## src/rtl/writeback_pkg.sv

```systemverilog
// Shared types and elaboration helpers for the result writeback buffer.
// Contents:
//   wb_state_e   - controller states
//   p_divides_n  - true when the beat width evenly tiles a row
//   idx_width    - counter width able to index 0..n-1 (at least 1 bit)
package writeback_pkg;

  typedef enum logic [2:0] {
    StIdle,
    StCollect,
    StWaitTurn,
    StWrite,
    StSignalDone
  } wb_state_e;

  function automatic bit p_divides_n(input int unsigned n, input int unsigned p);
    return (p != 0) && (p <= n) && ((n % p) == 0);
  endfunction

  function automatic int unsigned idx_width(input int unsigned n);
    return (n > 1) ? $clog2(n) : 1;
  endfunction

endpackage

```

## src/rtl/result_tile_store.sv

```systemverilog
// N x N register array holding one result tile.
// Ports:
//   clk             - clock
//   i_wr_en         - write one full row
//   i_wr_row        - row index for the write
//   i_wr_data       - row contents, index j = column j
//   i_rd_row        - row index for the read
//   i_rd_col_base   - first column of the P-wide read window
//   o_rd_data       - o_rd_data[k] = tile[i_rd_row][i_rd_col_base + k]
module result_tile_store
  import writeback_pkg::*;
#(
  parameter int unsigned N         = 4,
  parameter int unsigned P         = 4,
  parameter int unsigned ACC_WIDTH = 32,
  parameter int unsigned IDX_W     = idx_width(N)
) (
  input  logic                          clk,
  input  logic                          i_wr_en,
  input  logic [IDX_W-1:0]              i_wr_row,
  input  logic [N-1:0][ACC_WIDTH-1:0]   i_wr_data,
  input  logic [IDX_W-1:0]              i_rd_row,
  input  logic [IDX_W-1:0]              i_rd_col_base,
  output logic [P-1:0][ACC_WIDTH-1:0]   o_rd_data
);

  // Contents are never reset; a tile is always fully written before it is read.
  logic [N-1:0][ACC_WIDTH-1:0] r_tile [N];

  always_ff @(posedge clk) begin
    if (i_wr_en) begin
      r_tile[i_wr_row] <= i_wr_data;
    end
  end

  always_comb begin
    for (int k = 0; k < int'(P); k++) begin
      o_rd_data[k] = r_tile[i_rd_row][i_rd_col_base + IDX_W'(k)];
    end
  end

endmodule

```

## src/rtl/result_writeback_buffer.sv

```systemverilog
// Collects one N x N result tile from the processor, waits for its turn on
// the shared memory port (done-token chain), then streams the tile to memory
// P elements per beat, row by row with a programmable row stride.
// Ports:
//   clk, reset                       - clock, synchronous active-high reset
//   i_instruction_valid/o_..._ready  - tile instruction handshake
//   i_address_input, i_stride_input - element address of tile[0][0], row stride
//   i_processor_output_*             - result rows (valid/ready/data/last)
//   i_previous_done_writing_valid,
//   o_previous_done_writing_ready    - token from the previous unit
//   o_current_done_writing_valid,
//   i_current_done_writing_ready     - token to the next unit
//   o_memory_write_enable/i_..._ready,
//   o_memory_address, o_memory_write_data - memory write beats
//   o_protocol_error                 - pulse when last is misplaced
module result_writeback_buffer
  import writeback_pkg::*;
#(
  parameter int unsigned ACC_WIDTH                    = 32,
  parameter int unsigned N                            = 4,
  parameter int unsigned MEMORY_ADDRESS_BITS          = 64,
  parameter int unsigned PARALLEL_DATA_STREAMING_SIZE = 4,
  parameter int unsigned MAX_MATRIX_LENGTH            = 4096,
  parameter int unsigned STRIDE_BITS                  = $clog2(MAX_MATRIX_LENGTH + 1)
) (
  input  logic                                              clk,
  input  logic                                              reset,
  input  logic                                              i_instruction_valid,
  output logic                                              o_instruction_ready,
  input  logic [MEMORY_ADDRESS_BITS-1:0]                    i_address_input,
  input  logic [STRIDE_BITS-1:0]                            i_stride_input,
  input  logic                                              i_processor_output_valid,
  output logic                                              o_processor_output_ready,
  input  logic [N-1:0][ACC_WIDTH-1:0]                       i_processor_output_data,
  input  logic                                              i_processor_output_last,
  input  logic                                              i_previous_done_writing_valid,
  output logic                                              o_previous_done_writing_ready,
  output logic                                              o_current_done_writing_valid,
  input  logic                                              i_current_done_writing_ready,
  output logic                                              o_memory_write_enable,
  input  logic                                              i_memory_write_ready,
  output logic [MEMORY_ADDRESS_BITS-1:0]                    o_memory_address,
  output logic [PARALLEL_DATA_STREAMING_SIZE-1:0][ACC_WIDTH-1:0] o_memory_write_data,
  output logic                                              o_protocol_error
);

  localparam int unsigned P    = PARALLEL_DATA_STREAMING_SIZE;
  localparam int unsigned IdxW = idx_width(N);

  if (!p_divides_n(N, P)) begin : g_bad_p
    $error("PARALLEL_DATA_STREAMING_SIZE must divide N");
  end

  wb_state_e                    r_state, w_state_next;
  logic [IdxW-1:0]              r_row_cnt, r_col_cnt;
  logic                         r_token;
  logic [MEMORY_ADDRESS_BITS-1:0] r_addr;
  logic [STRIDE_BITS-1:0]       r_stride;
  logic                         r_perr;

  logic                         w_row_acc, w_tok_acc, w_beat_acc;
  logic                         w_last_row, w_last_col;
  logic [MEMORY_ADDRESS_BITS-1:0] w_addr;
  logic [P-1:0][ACC_WIDTH-1:0]  w_rd_data;

  assign w_last_row = (r_row_cnt == IdxW'(N - 1));
  assign w_last_col = (r_col_cnt == IdxW'(N - P));
  assign w_row_acc  = (r_state == StCollect) && i_processor_output_valid;
  assign w_beat_acc = (r_state == StWrite) && i_memory_write_ready;

  // The flag only accepts while a tile is in flight, so an idle unit never
  // swallows a token meant for its next instruction.
  assign o_previous_done_writing_ready = ~r_token && (r_state != StIdle);
  assign w_tok_acc = i_previous_done_writing_valid && o_previous_done_writing_ready;

  assign w_addr = r_addr
                + (MEMORY_ADDRESS_BITS'(r_row_cnt) * MEMORY_ADDRESS_BITS'(r_stride))
                + MEMORY_ADDRESS_BITS'(r_col_cnt);

  always_comb begin
    w_state_next                 = r_state;
    o_instruction_ready          = 1'b0;
    o_processor_output_ready     = 1'b0;
    o_memory_write_enable        = 1'b0;
    o_current_done_writing_valid = 1'b0;
    unique case (r_state)
      StIdle: begin
        o_instruction_ready = 1'b1;
        if (i_instruction_valid) w_state_next = StCollect;
      end
      StCollect: begin
        o_processor_output_ready = 1'b1;
        if (w_row_acc && w_last_row) w_state_next = StWaitTurn;
      end
      StWaitTurn: begin
        if (r_token) w_state_next = StWrite;
      end
      StWrite: begin
        o_memory_write_enable = 1'b1;
        if (w_beat_acc && w_last_row && w_last_col) w_state_next = StSignalDone;
      end
      StSignalDone: begin
        o_current_done_writing_valid = 1'b1;
        if (i_current_done_writing_ready) w_state_next = StIdle;
      end
      default: w_state_next = StIdle;
    endcase
  end

  // Gate address/data so they read zero outside the write phase.
  assign o_memory_address    = o_memory_write_enable ? w_addr : '0;
  assign o_memory_write_data = o_memory_write_enable ? w_rd_data : '0;
  assign o_protocol_error    = r_perr;

  always_ff @(posedge clk) begin
    if (reset) begin
      r_state   <= StIdle;
      r_row_cnt <= '0;
      r_col_cnt <= '0;
      r_token   <= 1'b0;
      r_addr    <= '0;
      r_stride  <= '0;
      r_perr    <= 1'b0;
    end else begin
      r_state <= w_state_next;
      // last is only checked; the row count alone decides the tile end.
      r_perr  <= w_row_acc && (i_processor_output_last != w_last_row);
      if (w_tok_acc) begin
        r_token <= 1'b1;
      end else if (r_state == StWaitTurn) begin
        r_token <= 1'b0;
      end
      case (r_state)
        StIdle: begin
          if (i_instruction_valid) begin
            r_addr    <= i_address_input;
            r_stride  <= i_stride_input;
            r_row_cnt <= '0;
          end
        end
        StCollect: begin
          if (w_row_acc) r_row_cnt <= r_row_cnt + IdxW'(1);
        end
        StWaitTurn: begin
          if (r_token) begin
            r_row_cnt <= '0;
            r_col_cnt <= '0;
          end
        end
        StWrite: begin
          if (w_beat_acc) begin
            if (w_last_col) begin
              r_col_cnt <= '0;
              r_row_cnt <= r_row_cnt + IdxW'(1);
            end else begin
              r_col_cnt <= r_col_cnt + IdxW'(P);
            end
          end
        end
        default: ;
      endcase
    end
  end

  result_tile_store #(
    .N         (N),
    .P         (P),
    .ACC_WIDTH (ACC_WIDTH),
    .IDX_W     (IdxW)
  ) u_store (
    .clk           (clk),
    .i_wr_en       (w_row_acc),
    .i_wr_row      (r_row_cnt),
    .i_wr_data     (i_processor_output_data),
    .i_rd_row      (r_row_cnt),
    .i_rd_col_base (r_col_cnt),
    .o_rd_data     (w_rd_data)
  );

endmodule

```

## config.mk

```make
export PLATFORM = sky130hd
export DESIGN_NAME = result_writeback_buffer
export DESIGN_NICKNAME = d
export VERILOG_FILES = /design/src/rtl/writeback_pkg.sv /design/src/rtl/result_tile_store.sv /design/src/rtl/result_writeback_buffer.sv
export SDC_FILE = /design/constraint.sdc
export NUM_CORES = 1
export LEC_CHECK = 0
export ABC_AREA = 1
export CAP_MARGIN = 20
export CORE_AREA = 2 2 245 247
export DETAILED_ROUTE_END_ITERATION = 7
export DIE_AREA = 0 0 247 249
export HOLD_SLACK_MARGIN = 0.06
export MAX_ROUTING_LAYER = met4
export PLACE_DENSITY = 0.68
export RECOVER_POWER = 50
export SETUP_SLACK_MARGIN = 0.4
export SYNTH_ARGS = -nofsm -noshare
export SYNTH_HDL_FRONTEND = slang
export SYNTH_SLANG_ARGS = --single-unit
```

## constraint.sdc

```tcl
create_clock -name clk -period 11.7 [get_ports clk]
set_clock_uncertainty 0.05 [all_clocks]
set_input_delay 3.51 -clock clk [delete_from_list [all_inputs] [get_ports clk]]
set_output_delay 3.51 -clock clk [all_outputs]
set_load 0.01 [all_outputs]
```

# ---- Word level (Yosys, flattened, before mapping)
# Memory sizes are Yosys's and may differ from the RTL's. A register that Yosys moved wholly into a read port is not among the register bits.
# Cells that the tools add are included.
dict set report word_totals {
  output_inout_bits 198
  ramBits 512
  in_bits 213
  register_bits 86
  mem_count 1
  latchBits 0
  word_cells 87
  mem_bits_ro 0
}
# name words width read_ports rd_ports_with_merged_regs wr line_no
set mem_list {}
lappend mem_list {u_store.r_tile 4 128 1 1 1 result_tile_store.sv:28} ;# logic [N-1:0][ACC_WIDTH-1:0] r_tile [N];
dict set report op_classes {
  n_lt_le_gt_ge 4
  addsub 6
  eq_ne 14
  div_mod_pow 0
  n_reduce_logical 18
  muxes 35
  mul 1
  n_shift 0
  bitwise_logic 1
}
# cell n
set ops {}
lappend ops {{binary-select mux 32 bit (select 2 bit)} 4}
lappend ops {{two-way mux 128 bit} 1}
lappend ops {{two-way mux 32 bit} 4}
lappend ops {{adder 64 x 15 -> 64 bit} 1}
lappend ops {{adder 64 x 2 -> 64 bit} 1}
lappend ops {{two-way mux 64 bit} 1}
lappend ops {{two-way mux 2 bit} 9}
lappend ops {{multiplier 2 x 13 -> 15 bit} 1}
lappend ops {{two-way mux 3 bit} 5}
lappend ops {{case mux 3 bit (5 select lines)} 1}
lappend ops {{less-than comparator 2 x 3 -> 1 bit, second input constant} 4}
lappend ops {{!= test 2 bit, second input constant} 6}
lappend ops {{logical AND 1 bit} 8}
lappend ops {{two-way mux 1 bit} 8}
lappend ops {{case mux 2 bit (4 select lines)} 1}
lappend ops {{== test 3 x 2 -> 1 bit, second input constant} 2}
lappend ops {{AND reduction 6 bit} 1}
lappend ops {{AND reduction 5 bit} 1}
lappend ops {{adder 2 x 1 -> 2 bit, second input constant} 2}
lappend ops {{adder 2 bit, second input constant} 2}
lappend ops {{!= test 2 x 1 -> 1 bit, second input constant} 2}
lappend ops {{case mux 2 bit (2 select lines)} 1}
lappend ops {{AND reduction 4 bit} 1}
lappend ops {{nonzero test 2 bit} 2}
lappend ops {{10 further kinds} 10}

# ---- Longest topological paths before layout
# Gate-level depths: netlist of the first run.
dict set report depth {
  ltp_word 6
  depth_mapped 17
  depth_no_buf 16
}

# ---- Hierarchy
# A second synthesis of the first run with hierarchy kept.
dict set report unflattened {
  cells_unflattened 3562
  hier_area_um2 30231.5
}
# mod seq_area_each_um2 instances area_per_inst_um2 cells_each
set by_module_without_submodules {}
lappend by_module_without_submodules {result_tile_store 15374.7 1 22668.0 2200}
lappend by_module_without_submodules {result_writeback_buffer 1681.6 1 7563.5 1362}

# ---- Least setup slack after synthesis of the first run
# Ideal clock, no wire load.
dict set report synth_timing {
  kind {input to register}
  startpoint {input port i_processor_output_valid}
  endpoint {memory u_store.r_tile[0][0] (netlist name) (enable)}
  setup_ns 0.617
  n_path_buf 0
  setup_slack_ns 2.094
  arrival_time_ns 8.939
  t_required_ns 11.033
  cell_stages 2
  cell_sequence {nand2_1 nor2_1}
}
dict set report synth_between {
  elab_chain_cells 3
}
# element line_no
set synth_lines {}
lappend synth_lines {{from (decl)} result_writeback_buffer.sv:32} ;# input logic i_processor_output_valid,
lappend synth_lines {{logical AND 1 bit} result_writeback_buffer.sv:68} ;# assign w_row_acc = (r_state == StCollect) && i_processor_output_valid;
lappend synth_lines {{two-way mux 1 bit} result_tile_store.sv:31} ;# if (i_wr_en) begin
lappend synth_lines {{two-way mux 1 bit (not written as such)} result_tile_store.sv:32} ;# r_tile[i_wr_row] <= i_wr_data;
lappend synth_lines {{to (decl)} result_tile_store.sv:28}
# No other way between the ends.

# ---- Worst setup path in the final report of the first run
dict set report layout_timing {
  startpoint {register r_row_cnt[1]}
  endpoint {output port o_memory_address[61]}
}
dict set report layout_between {
  elab_chain_cells 4
}
# element line_no
set layout_lines {}
lappend layout_lines {{from (decl)} result_writeback_buffer.sv:55} ;# logic [IdxW-1:0] r_row_cnt, r_col_cnt;
lappend layout_lines {{from (signal assigned)} result_writeback_buffer.sv:142} ;# if (w_row_acc) r_row_cnt <= r_row_cnt + IdxW'(1);
lappend layout_lines {{from (signal assigned)} result_writeback_buffer.sv:154} ;# r_row_cnt <= r_row_cnt + IdxW'(1);
lappend layout_lines {{multiplier 2 x 13 -> 15 bit} result_writeback_buffer.sv:77} ;# + (MEMORY_ADDRESS_BITS'(r_row_cnt) * MEMORY_ADDRESS_BITS'(r_stride))
lappend layout_lines {{adder 64 x 15 -> 64 bit} result_writeback_buffer.sv:77}
lappend layout_lines {{adder 64 x 2 -> 64 bit} result_writeback_buffer.sv:78} ;# + MEMORY_ADDRESS_BITS'(r_col_cnt);
lappend layout_lines {{two-way mux 64 bit} result_writeback_buffer.sv:111} ;# assign o_memory_address = o_memory_write_enable ? w_addr : '0;
lappend layout_lines {{to (decl)} result_writeback_buffer.sv:42} ;# output logic [MEMORY_ADDRESS_BITS-1:0] o_memory_address,
# No other way between the ends.

==> reports/metrics.yaml, run 1 <==
cts:
  htreeDepth: 2
  cts_tree: "done"
  clk_pin_slew_ns: 0.06
  cts_buffers: 61
  post_cts_resize_count: 0
  clk_latency_ns: 0.63
  cts_root_buf: "clkbuf_16"
  cts_hold_buf: 0
  cts.sinks: 598
  ctsLongestPathBuffers: 3
  cts_setup_buffers: 0
logic_synthesis:
  synth_area_leader_cell: "edfxtp_1"
  avgSynthCellArea_um2: 10.02
  ys_seq_area_share_pct: 65.25
  synthFlopType: "edfxtp_1"
  synth_top_area_share_pct: 58.68
  synthArstFlopShare_pct: 0
  synthesis.area_mm2: 0.02620
  synth_edf_count: 512
  synth.distinct_cells: 31
  synth_area_leaders: "edfxtp_1 59%, nor2_1 9.2%, dfxtp_1 6.6%"
  synth_warnings: 0
  syn_nets: 2860
  synth_cells: 2614
  ys_ff_latch: 598
grt:
  grt_overflow: 0
  grt_max_degree: 145
  antenna_found_initial: 30
  grt_pass1_wl_mm: 116.5
  grtUsageTotal_pct: 25.71
  grt_pass1_vias: 19587
drt:
  drc: 0
  wl_per_cell_um: 20.44
  postRouteAntennaNets: 0
  via_count: 20100
  vias_per_cell: 5.262
  routed_wl_mm: 78.08
  drtPass1Iterations: 5
  drtIter0Drc: 1670
critical_path:
  startpoint_type: "flop"
  cp_slowest_cell: "dfxtp_1"
  r2r_cells: 7
  r2r_setup_slack_ns: 6.88
  critPathArrivalTime_ns: 4.57
  cpPeakStageDelay_ns: 0.71
  crit_path_frequent_cell: "nand3_1"
  r2r-end: "u_store.r_tile[1][108]"
  endpoint_kind: "primary output"
  worstReg2RegStart: "r_state[0]"
  crit_type: "flop to primary output"
  cp_cell_sequence: "nand2_1, fa_1, inv_1, ha_1, fa_1, nand3_1, nand3_1, nand3_1, nand3_1, nand2_1, nand2_1, nand3_1, nand2_1, nor2_1, clkdlybuf4s50_1"
  cp.required_ns: 8.14
  path_max_fanout: 17
floorplan:
  start_util_pct: 44.65
  pin_count: 411
  dieWidth_um: 247
  coreArea_mm2: 0.05869
  die_area_mm2: 0.06150
  fp.dieH_um: 249
  rows: 89
outcome:
  violations: "capacitance limit, slew limit"
  status: "finished, violations left"
power:
  max-vdd-ir-drop_mv: 0.1453
  p_leak_nw: 11.63
  p_per_area_mw_per_mm2: 174.5
place:
  placed_cells: 3678
  place.gp.congestion: 1.010
  port-buffer-count: 410
  hpwlAfterDp_mm: 50.06
min_path:
  hold_path_end: "r_addr[0]"
  min_from: "r_addr[0]"
  hp-class: "flop to flop"
  min_path_cells: 2
timing:
  rsz0062_at_grt: "no"
  slew_headroom_pct: -169.2
  finalMaxSlewViolations: 372
  worstMarginPinSlew_ns: 4.039
  hold_violations: 0
  finalSetupTns_ns: 0
  fin_crit_sh_pct: 69.50
  max_clock_freq_mhz: 123.0
  setup_viol: 0
  finalCriticalPeriod_ns: 8.131
cells_and_area:
  nNetsFinal: 3215
  layout-drive-gt1-share_pct: 4.274
  fin_cells: 3820
  area_growth_pct: 25.73
run:
  maxCapViolations: 5
[kinds of logic (layout without fill, tap and decap cells)]
| logic type | after synthesis | count (layout) | share of synthesized area, % |
|---|---|---|---|
| and+or+nand+nor | 1092 | 1092 | 16.85 |
| DFF | 598 | 598 | 65.25 |
| buffers and inverters | 301 | 705 | 4.517 |
| xor gates and xnor gates | 8 | 8 | 0.2674 |
| adders and majority gates | 33 | 33 | 1.948 |
| other | 0 | 29 | 0 |
| AOI/OAI and AO/OA | 582 | 582 | 11.17 |
[cells in the mapped netlist (8+ instances only)]
cell type	n
dfxtp_1	86
clkbuf_1	85
fa_1	13
nor2_1	642
o21ai_0	308
edfxtp_1	512
nand4_1	17
buf_2	43
ha_1	20
a21oi_1	252
nand2_1	284
buf_1	8
inv_1	159
nand3_1	106
nor3_1	18
o21ai_1	17
[through the flow]
stage	instance area, µm²	hold slack [ns]	util [%]	power (mW)	setup WS, ns
after floorplan	26200	0.3942	-	3.384	2.094
after global placement	30930	0.4095	52.70	3.849	4.250
after detailed placement	30930	0.4124	52.70	3.874	4.235
after CTS	32920	0.4213	56.10	5.791	3.495
after global routing	32930	0.4311	56.12	6.020	3.219
final	32940	0.4198	56.14	5.748	3.569
[registers in the layout, summed over array words and instances, names as in the netlist, named ones only]
| name | count |
|---|---|
| u_store.r_tile | 512 |
| r_state | 3 |
| r_token | 1 |
| r_row_cnt | 2 |
| o_protocol_error | 1 |
| r_addr | 64 |
| r_stride | 13 |
[worst max-delay path: cells and delay by family, from the launching register on]
kind	cells	cell delay (ns)
adders and majority gates	3	1.21
buffers and inverters	2	0.64
DFF	1	0.71
and+or+nand+nor	10	1.37
[power by group]
part	switching [mW]	internal (mW)	total, mW
Combinational	0.771	0.394	1.17
Clock	0.811	1.11	1.92
Sequential	0.150	2.51	2.66
Total	1.73	4.02	5.75
[area by class of cell]
class / instances / area (µm²)
Fill cell: 4962 / 25740
Sequential cell: 598 / 17100
Multi-Input combinational cell: 1715 / 7956
Timing Repair Buffer: 428 / 4223
Clock buffer: 74 / 1575
Tap cell: 773 / 967.2
Inverter: 165 / 626.9
Clock inverter: 38 / 419.2
Antenna cell: 29 / 72.57
[placed cells by master (no fill, tap or decap), types with 17 or more instances in the layout]
cell type        count
nor2_1             640
edfxtp_1           512
o21ai_0            310
nand2_1            284
clkdlybuf4s50_1    280
a21oi_1            252
inv_1              158
dlygate4sd3_1      130
nand3_1            106
dfxtp_1             84
clkbuf_16           61
diode_2             29
ha_1                20
nor3_1              18
nand4_1             17
clkinv_1            17
[layer usage]
metal	track usage, %	up-vias	wire length [µm]
met5	-	-	0
met1	31.56	9606	31040
met4	7.074	0	1848
met3	7.283	99	7319
li1	-	9689	-
met2	41.57	706	37880
[worst max-delay path by stage]
stage	start	end	slack (ns)	depth (start not counted)
floorplan	i_processor_output_valid	u_store.r_tile[0][0]	2.09	2
global placement	r_row_cnt[1]	o_memory_address[61]	4.25	15
detailed placement	r_row_cnt[1]	o_memory_address[53]	4.23	15
CTS	r_row_cnt[1]	o_memory_address[53]	3.49	15
global route	r_row_cnt[1]	o_memory_address[38]	3.22	16
finish	r_row_cnt[1]	o_memory_address[61]	3.57	15
(Power assumes the default switching activity.)
==> run 2: changes to the inputs <==
- clock period: 11.7 -> 8.5 ns (I/O delays scaled with it)
==> run 2 against run 1 <==
The flow still finishes with violations (capacitance limit, slew limit). Non-clock buffer count is the same. Clock power is 42% higher. Die area unchanged. Final cell count grew 0.18%. Utilization grew 0.16 points. Critical path depth stayed put. Sequential power increased by 38%. Power increased by 40%. Global-route usage increased by 0.45 points. Cell area increased by 0.28%. First-iteration DRC count shrank 8.2%. Critical endpoint is now o_memory_address[53]. Largest cell class unchanged. Largest power group unchanged.
==> reports/metrics.yaml, run 2 (synthesized netlist as in run 1, its figures left out) <==
outcome:
  status: "finished, violations left"
  violations: "capacitance limit, slew limit"
timing:
  max_clock_freq_mhz: 142.1
  slew_headroom_pct: -166.1  # +3.2 points
  rsz0062_at_grt: "no"
  fin_crit_sh_pct: 82.81
  hold_violations: 0  # unchanged
  finalCriticalPeriod_ns: 7.038
  setup_viol: 0  # unchanged
  finalMaxSlewViolations: 554  # +49%
  setup_ws_ns: 1.462  # -2.107 ns
  worstMarginPinSlew_ns: 3.991  # -0.04778 ns
cts:
  cts.sinks: 598  # unchanged
  cts_buffers: 61  # unchanged
  cts_root_buf: "clkbuf_16"
  clk_latency_ns: 0.63  # about the same
  ctsLongestPathBuffers: 3  # unchanged
  cts_tree: "done"
  clk_pin_slew_ns: 0.06  # about the same
  cts_setup_buffers: 0  # unchanged
  cts_hold_buf: 0  # unchanged
  post_cts_resize_count: 0  # unchanged
  htreeDepth: 2  # unchanged
grt:
  antenna_found_initial: 33  # +10%
  grt_overflow: 0  # unchanged
  grt_pass1_wl_mm: 118.4  # +1.7%
  grt_max_degree: 129  # -11%
  grt_pass1_vias: 19734  # +0.75%
  grtUsageTotal_pct: 26.17  # +0.45 points
power:
  p_per_area_mw_per_mm2: 243.1  # +39%
  max-vdd-ir-drop_mv: 0.1786  # +23%
  p_leak_nw: 11.67  # +0.36%
cells_and_area:
  nNetsFinal: 3215  # unchanged
  reg_top3: "u_store.r_tile x512, r_addr x64, r_stride x13"
  nFillCells: 4913  # -0.99%
  largest_reg_flops: 512  # unchanged
  seqCellArea_mm2: 0.01710  # unchanged
  finalInstanceArea_mm2: 0.03304  # +0.28%
  regMostFlops: "u_store.r_tile"
  area_growth_pct: 26.09
  final_common_cell: "nor2_1"
  mostFrequentLayoutCells: "638 x nor2_1, 512 x edfxtp_1, 310 x o21ai_0"
  layout-drive-gt1-share_pct: 4.667  # +0.39 points
  fin_util_pct: 56.30  # +0.16 points
  multi_input_area_mm2: 0.007971  # +0.19%
min_path:
  hold_path_end: "r_addr[13]"
  min_path_cells: 2  # unchanged
  hp-class: "flop to flop"
  min_from: "r_addr[13]"
floorplan:
  rows: 89  # unchanged
  coreArea_mm2: 0.05869  # unchanged
  pin_count: 411  # unchanged
  start_util_pct: 44.65  # unchanged
  die_area_mm2: 0.06150  # unchanged
  fp.dieH_um: 249  # unchanged
  dieWidth_um: 247  # unchanged
drt:
  drtIter0Drc: 1533  # -8.2%
  via_count: 20230  # +0.65%
  postRouteAntennaNets: 0  # unchanged
  vias_per_cell: 5.286  # +0.46%
  drtPass1Iterations: 7  # +2
  routed_wl_mm: 79.57  # +1.9%
  drc: 0  # unchanged
  wl_per_cell_um: 20.79  # +1.7%
run:
  maxCapViolations: 5  # unchanged
critical_path:
  startpoint_type: "flop"
  crit_type: "flop to primary output"
  worstReg2RegStart: "r_state[0]"
  endpoint_kind: "primary output"
  r2r_setup_slack_ns: 3.68  # -3.20 ns
  r2r_cells: 7  # unchanged
  path_max_fanout: 17  # unchanged
  cp.required_ns: 5.90  # -2.24 ns
  critPathArrivalTime_ns: 4.44  # -0.13 ns
  r2r-end: "u_store.r_tile[3][71]"
place:
  pre_cts_ws_ns: 2.107  # -2.128 ns
  port-buffer-count: 410  # unchanged
  place.gp.congestion: 0.9698  # -4.0%
  place_area_mm2: 0.03096  # +0.11%
  hpwlAfterDp_mm: 51.21  # +2.3%
## run 2: final cells by class
cell class / count / share of cell area [%]
Timing Repair Buffer: 428 / 12.79
Clock inverter: 34 / 1.201
Multi-Input combinational cell: 1715 / 24.13
Tap cell: 773 / 2.927
Sequential cell: 598 / 51.77
Antenna cell: 33 / 0.2500
Clock buffer: 81 / 5.037
Inverter: 165 / 1.897
## run 2: report_power, final
group / internal, mW / total [mW] / switching [mW]
clock: 1.59 / 2.73 / 1.14
combinational: 0.547 / 1.62 / 1.08
sequential: 3.47 / 3.68 / 0.212
## run 2: per-layer routing
metal	GRT usage [%]	share of wire, %	vias to the layer above
li1	-	-	9696
met1	32.41	40	9754
met2	42.28	49	668
met3	6.927	8.4	112
met4	7.281	2.5	0
met5	-	0	-
## run 2: worst max-delay path by stage
stage	depth (start not counted)	to	slack [ns]	start
final	15	o_memory_address[53]	1.46	r_row_cnt[1]
after global routing	15	o_memory_address[53]	1.09	r_row_cnt[1]
after CTS	15	o_memory_address[53]	1.41	r_row_cnt[1]
after detailed placement	15	o_memory_address[53]	2.11	r_row_cnt[1]
after global placement	15	o_memory_address[53]	2.13	r_row_cnt[1]
after floorplan	2	u_store.r_tile[0][0]	-0.15	i_processor_output_valid
## run 2: through the flow
stage	cells	power [mW]	hold slack (ns)	setup TNS (ns)
floorplan	2614	4.658	0.3942	-74.73
global placement	3679	5.324	0.4101	0
detailed placement	3679	5.358	0.4097	0
CTS	3794	8.092	0.4301	0
global route	3820	8.412	0.4591	0
finish	3827	8.030	0.4294	0
## run 2: worst max-delay path, stage by stage (launching register included)
cell             delay (ns)
dfxtp_1                0.67
nand2_1                0.15
fa_1                   0.53
inv_1                  0.04
ha_1                   0.22
fa_1                   0.43
nand3_1                0.11
nand3_1                0.16
nand3_1                0.12
nand3_1                0.16
nand2_1                0.11
nand2_1                0.14
nand3_1                0.11
nand2_1                0.05
nor2_1                 0.21
clkdlybuf4s50_1        0.60
==> run 3: changes to the inputs <==
- clock period: 8.5 -> 6.6 ns (I/O delays scaled with it)
==> run 3 against run 2 <==
The run still ends with capacitance limit, slew limit left. Routed wire length shrank 1.4%. Sequential power is 29% higher. Final cell count decreased by 0.10%. Combinational power increased by 29%. Via count fell by 0.76%. Global-route usage down 0.27 points. Largest cell class unchanged.
==> reports/metrics.yaml, run 3 (synthesized netlist as in run 1, its figures left out) <==
outcome:
  status: "finished, violations left"
  violations: "capacitance limit, slew limit"
floorplan:
  fp.dieH_um: 249  # unchanged
  rows: 89  # unchanged
  die_area_mm2: 0.06150  # unchanged
  pin_count: 411  # unchanged
  coreArea_mm2: 0.05869  # unchanged
  dieWidth_um: 247  # unchanged
  start_util_pct: 44.65  # unchanged
critical_path:
  crit_family: "simple AND/OR/NAND/NOR gates"
  endpoint_kind: "primary output"
  cp.required_ns: 4.57  # -1.33 ns
  path_max_fanout: 15  # -2
  cp_cell_sequence: "buf_4, nand2_1, fa_1, inv_1, ha_1, nand2_1, inv_1, nand2_1, nand2_1, a21oi_1, nand2_1, nand2_1, nand2_1, nand3_1, nand2_1, nor2_2, clkdlybuf4s50_1"
  startpoint_type: "flop"
  crit_path_frequent_cell: "nand2_1"
  crit_end: "o_memory_address[54]"
  cp_slowest_cell: "clkdlybuf4s50_1"
  worstReg2RegStart: "r_state[0]"
  crit_type: "flop to primary output"
  critPathArrivalTime_ns: 4.00  # -0.44 ns
  crit_cells: 17  # +2
  r2r-end: "u_store.r_tile[3][75]"
  cp_num_buf_inv: 4  # +2
  cpPeakStageDelay_ns: 0.58  # -0.09 ns
  cp-startpoint: "r_row_cnt[1]"
  r2r_setup_slack_ns: 1.88  # -1.80 ns
  r2r_cells: 7  # unchanged
cts:
  ctsLongestPathBuffers: 3  # unchanged
  cts.sinks: 598  # unchanged
  cts_root_buf: "clkbuf_16"
  clk_latency_ns: 0.59  # -0.04 ns
  htreeDepth: 2  # unchanged
  clk_pin_slew_ns: 0.06  # about the same
  cts_buffers: 60  # -1.6%
  cts_tree: "done"
grt:
  grt_pass1_vias: 19529  # -1.0%
  grt_overflow: 0  # unchanged
  antenna_found_initial: 32  # -3.0%
  grt_pass1_wl_mm: 117.5  # -0.82%
  grtUsageTotal_pct: 25.90  # -0.27 points
  grt_max_degree: 179  # +39%
timing:
  finalSetupTns_ns: 0  # unchanged
  hold_slack_ns: 0.4231  # -0.006253 ns
  slew_headroom_pct: -168.2  # -2.2 points
  fin_crit_sh_pct: 91.37
  max_clock_freq_mhz: 165.8
  finalMaxSlewViolations: 549  # -0.90%
  setup_ws_ns: 0.5697  # -0.8918 ns
  rsz0062_at_grt: "yes"
  hold_violations: 0  # unchanged
  worstMarginPinSlew_ns: 4.024  # +0.03273 ns
  finalCriticalPeriod_ns: 6.030
  setup_viol: 0  # unchanged
drt:
  vias_per_cell: 5.251  # -0.66%
  postRouteAntennaNets: 0  # unchanged
  drtIter0Drc: 1287  # -16%
  drc: 0  # unchanged
  routed_wl_mm: 78.44  # -1.4%
  via_count: 20076  # -0.76%
  wl_per_cell_um: 20.52  # -1.3%
  drtPass1Iterations: 7  # unchanged
cells_and_area:
  reg_top3: "u_store.r_tile x512, r_addr x64, r_stride x13"
  largest_reg_flops: 512  # unchanged
  mostFrequentLayoutCells: "631 x nor2_1, 512 x edfxtp_1, 310 x o21ai_0"
  nFillCells: 4918  # +0.10%
  final_common_cell: "nor2_1"
  layout-drive-gt1-share_pct: 5.684  # +1.0 points
  area_growth_pct: 26.75
  nNetsFinal: 3221  # +0.19%
  regMostFlops: "u_store.r_tile"
  fin_cells: 3823  # -0.10%
power:
  internal_power_mw: 7.257  # +29%
  pwr-share-seq_pct: 46.0  # +0.2 points
  p_leak_nw: 11.79  # +1.1%
  p_per_area_mw_per_mm2: 311.8  # +28%
  comb_power_share_pct: 20.2  # about the same
  clock_power_share_pct: 33.9  # about the same
  max-vdd-ir-drop_mv: 0.4125  # +130%
  swShare_pct: 29.91  # -0.27 points
  finalPower_mw: 10.35  # +29%
  switchingPower_mw: 3.097  # +28%
place:
  place.gp.congestion: 0.9574  # -1.3%
  hpwlAfterDp_mm: 50.71  # -0.97%
  pre_cts_ws_ns: 0.6402  # -1.466 ns
  port-buffer-count: 410  # unchanged
  placed_cells: 3683  # +0.11%
min_path:
  min_path_cells: 2  # unchanged
  min_from: "r_addr[13]"
  hp-class: "flop to flop"
run:
  maxCapViolations: 6  # +1
run 3: worst min-delay path by stage:
stage,end,slack [ns]
2_1_floorplan,r_addr[13],0.39
3_3_place_gp,r_addr[13],0.41
3_5_place_dp,r_addr[13],0.41
4_1_cts,r_addr[13],0.42
5_1_grt,r_addr[0],0.45
6_report,r_addr[13],0.42
run 3: per-layer routing:
metal | global-route usage (%) | up-vias | share of wire [%]
li1 | - | 9693 | -
met2 | 41.78 | 631 | 48
met3 | 6.496 | 122 | 7.7
met1 | 32.16 | 9630 | 42
met4 | 7.762 | 0 | 2.8
met5 | - | - | 0
run 3: area by class of cell:
cell class              count  area [µm²]  area share (%)
clock inverters            43       485.5           1.462
clock buffers              70        1579           4.754
inverters                 165       626.9           1.887
repair buffers            435        4339           13.06
multi-input cells        1715        8044           24.22
flip-flops and latches    598       17110           51.52
diodes                     24       60.06          0.1808
well taps                 773       967.2           2.912
run 3: worst min-delay path: stages, from the launching register on:
cell     delay [ns]
dfxtp_1        0.31
nand2_1        0.06
a21oi_1        0.05
run 3: power by group through the flow:
stage | Clock [mW] | Combinational, mW | Sequential, mW
detailed placement | 0 | 2.09 | 4.81
finish | 3.51 | 2.09 | 4.76
CTS | 3.58 | 2.11 | 4.73
global placement | 0 | 2.06 | 4.80
global route | 3.72 | 2.33 | 4.80
floorplan | 0 | 1.32 | 4.68
run 3: repair_timing:
item                                    4_1_cts  5_1_grt
pin swaps                                     0        2
hold buffers                                  0        0
endpoints found under the setup margin       51       44
setup buffers                                 0        2
resized for setup                             8       23
run 3: through the flow:
step	cell area (µm²)	util, %
after floorplan	26200	-
after global placement	31010	52.85
after detailed placement	31010	52.85
after CTS	33100	56.40
after global routing	33210	56.59
final	33210	56.60
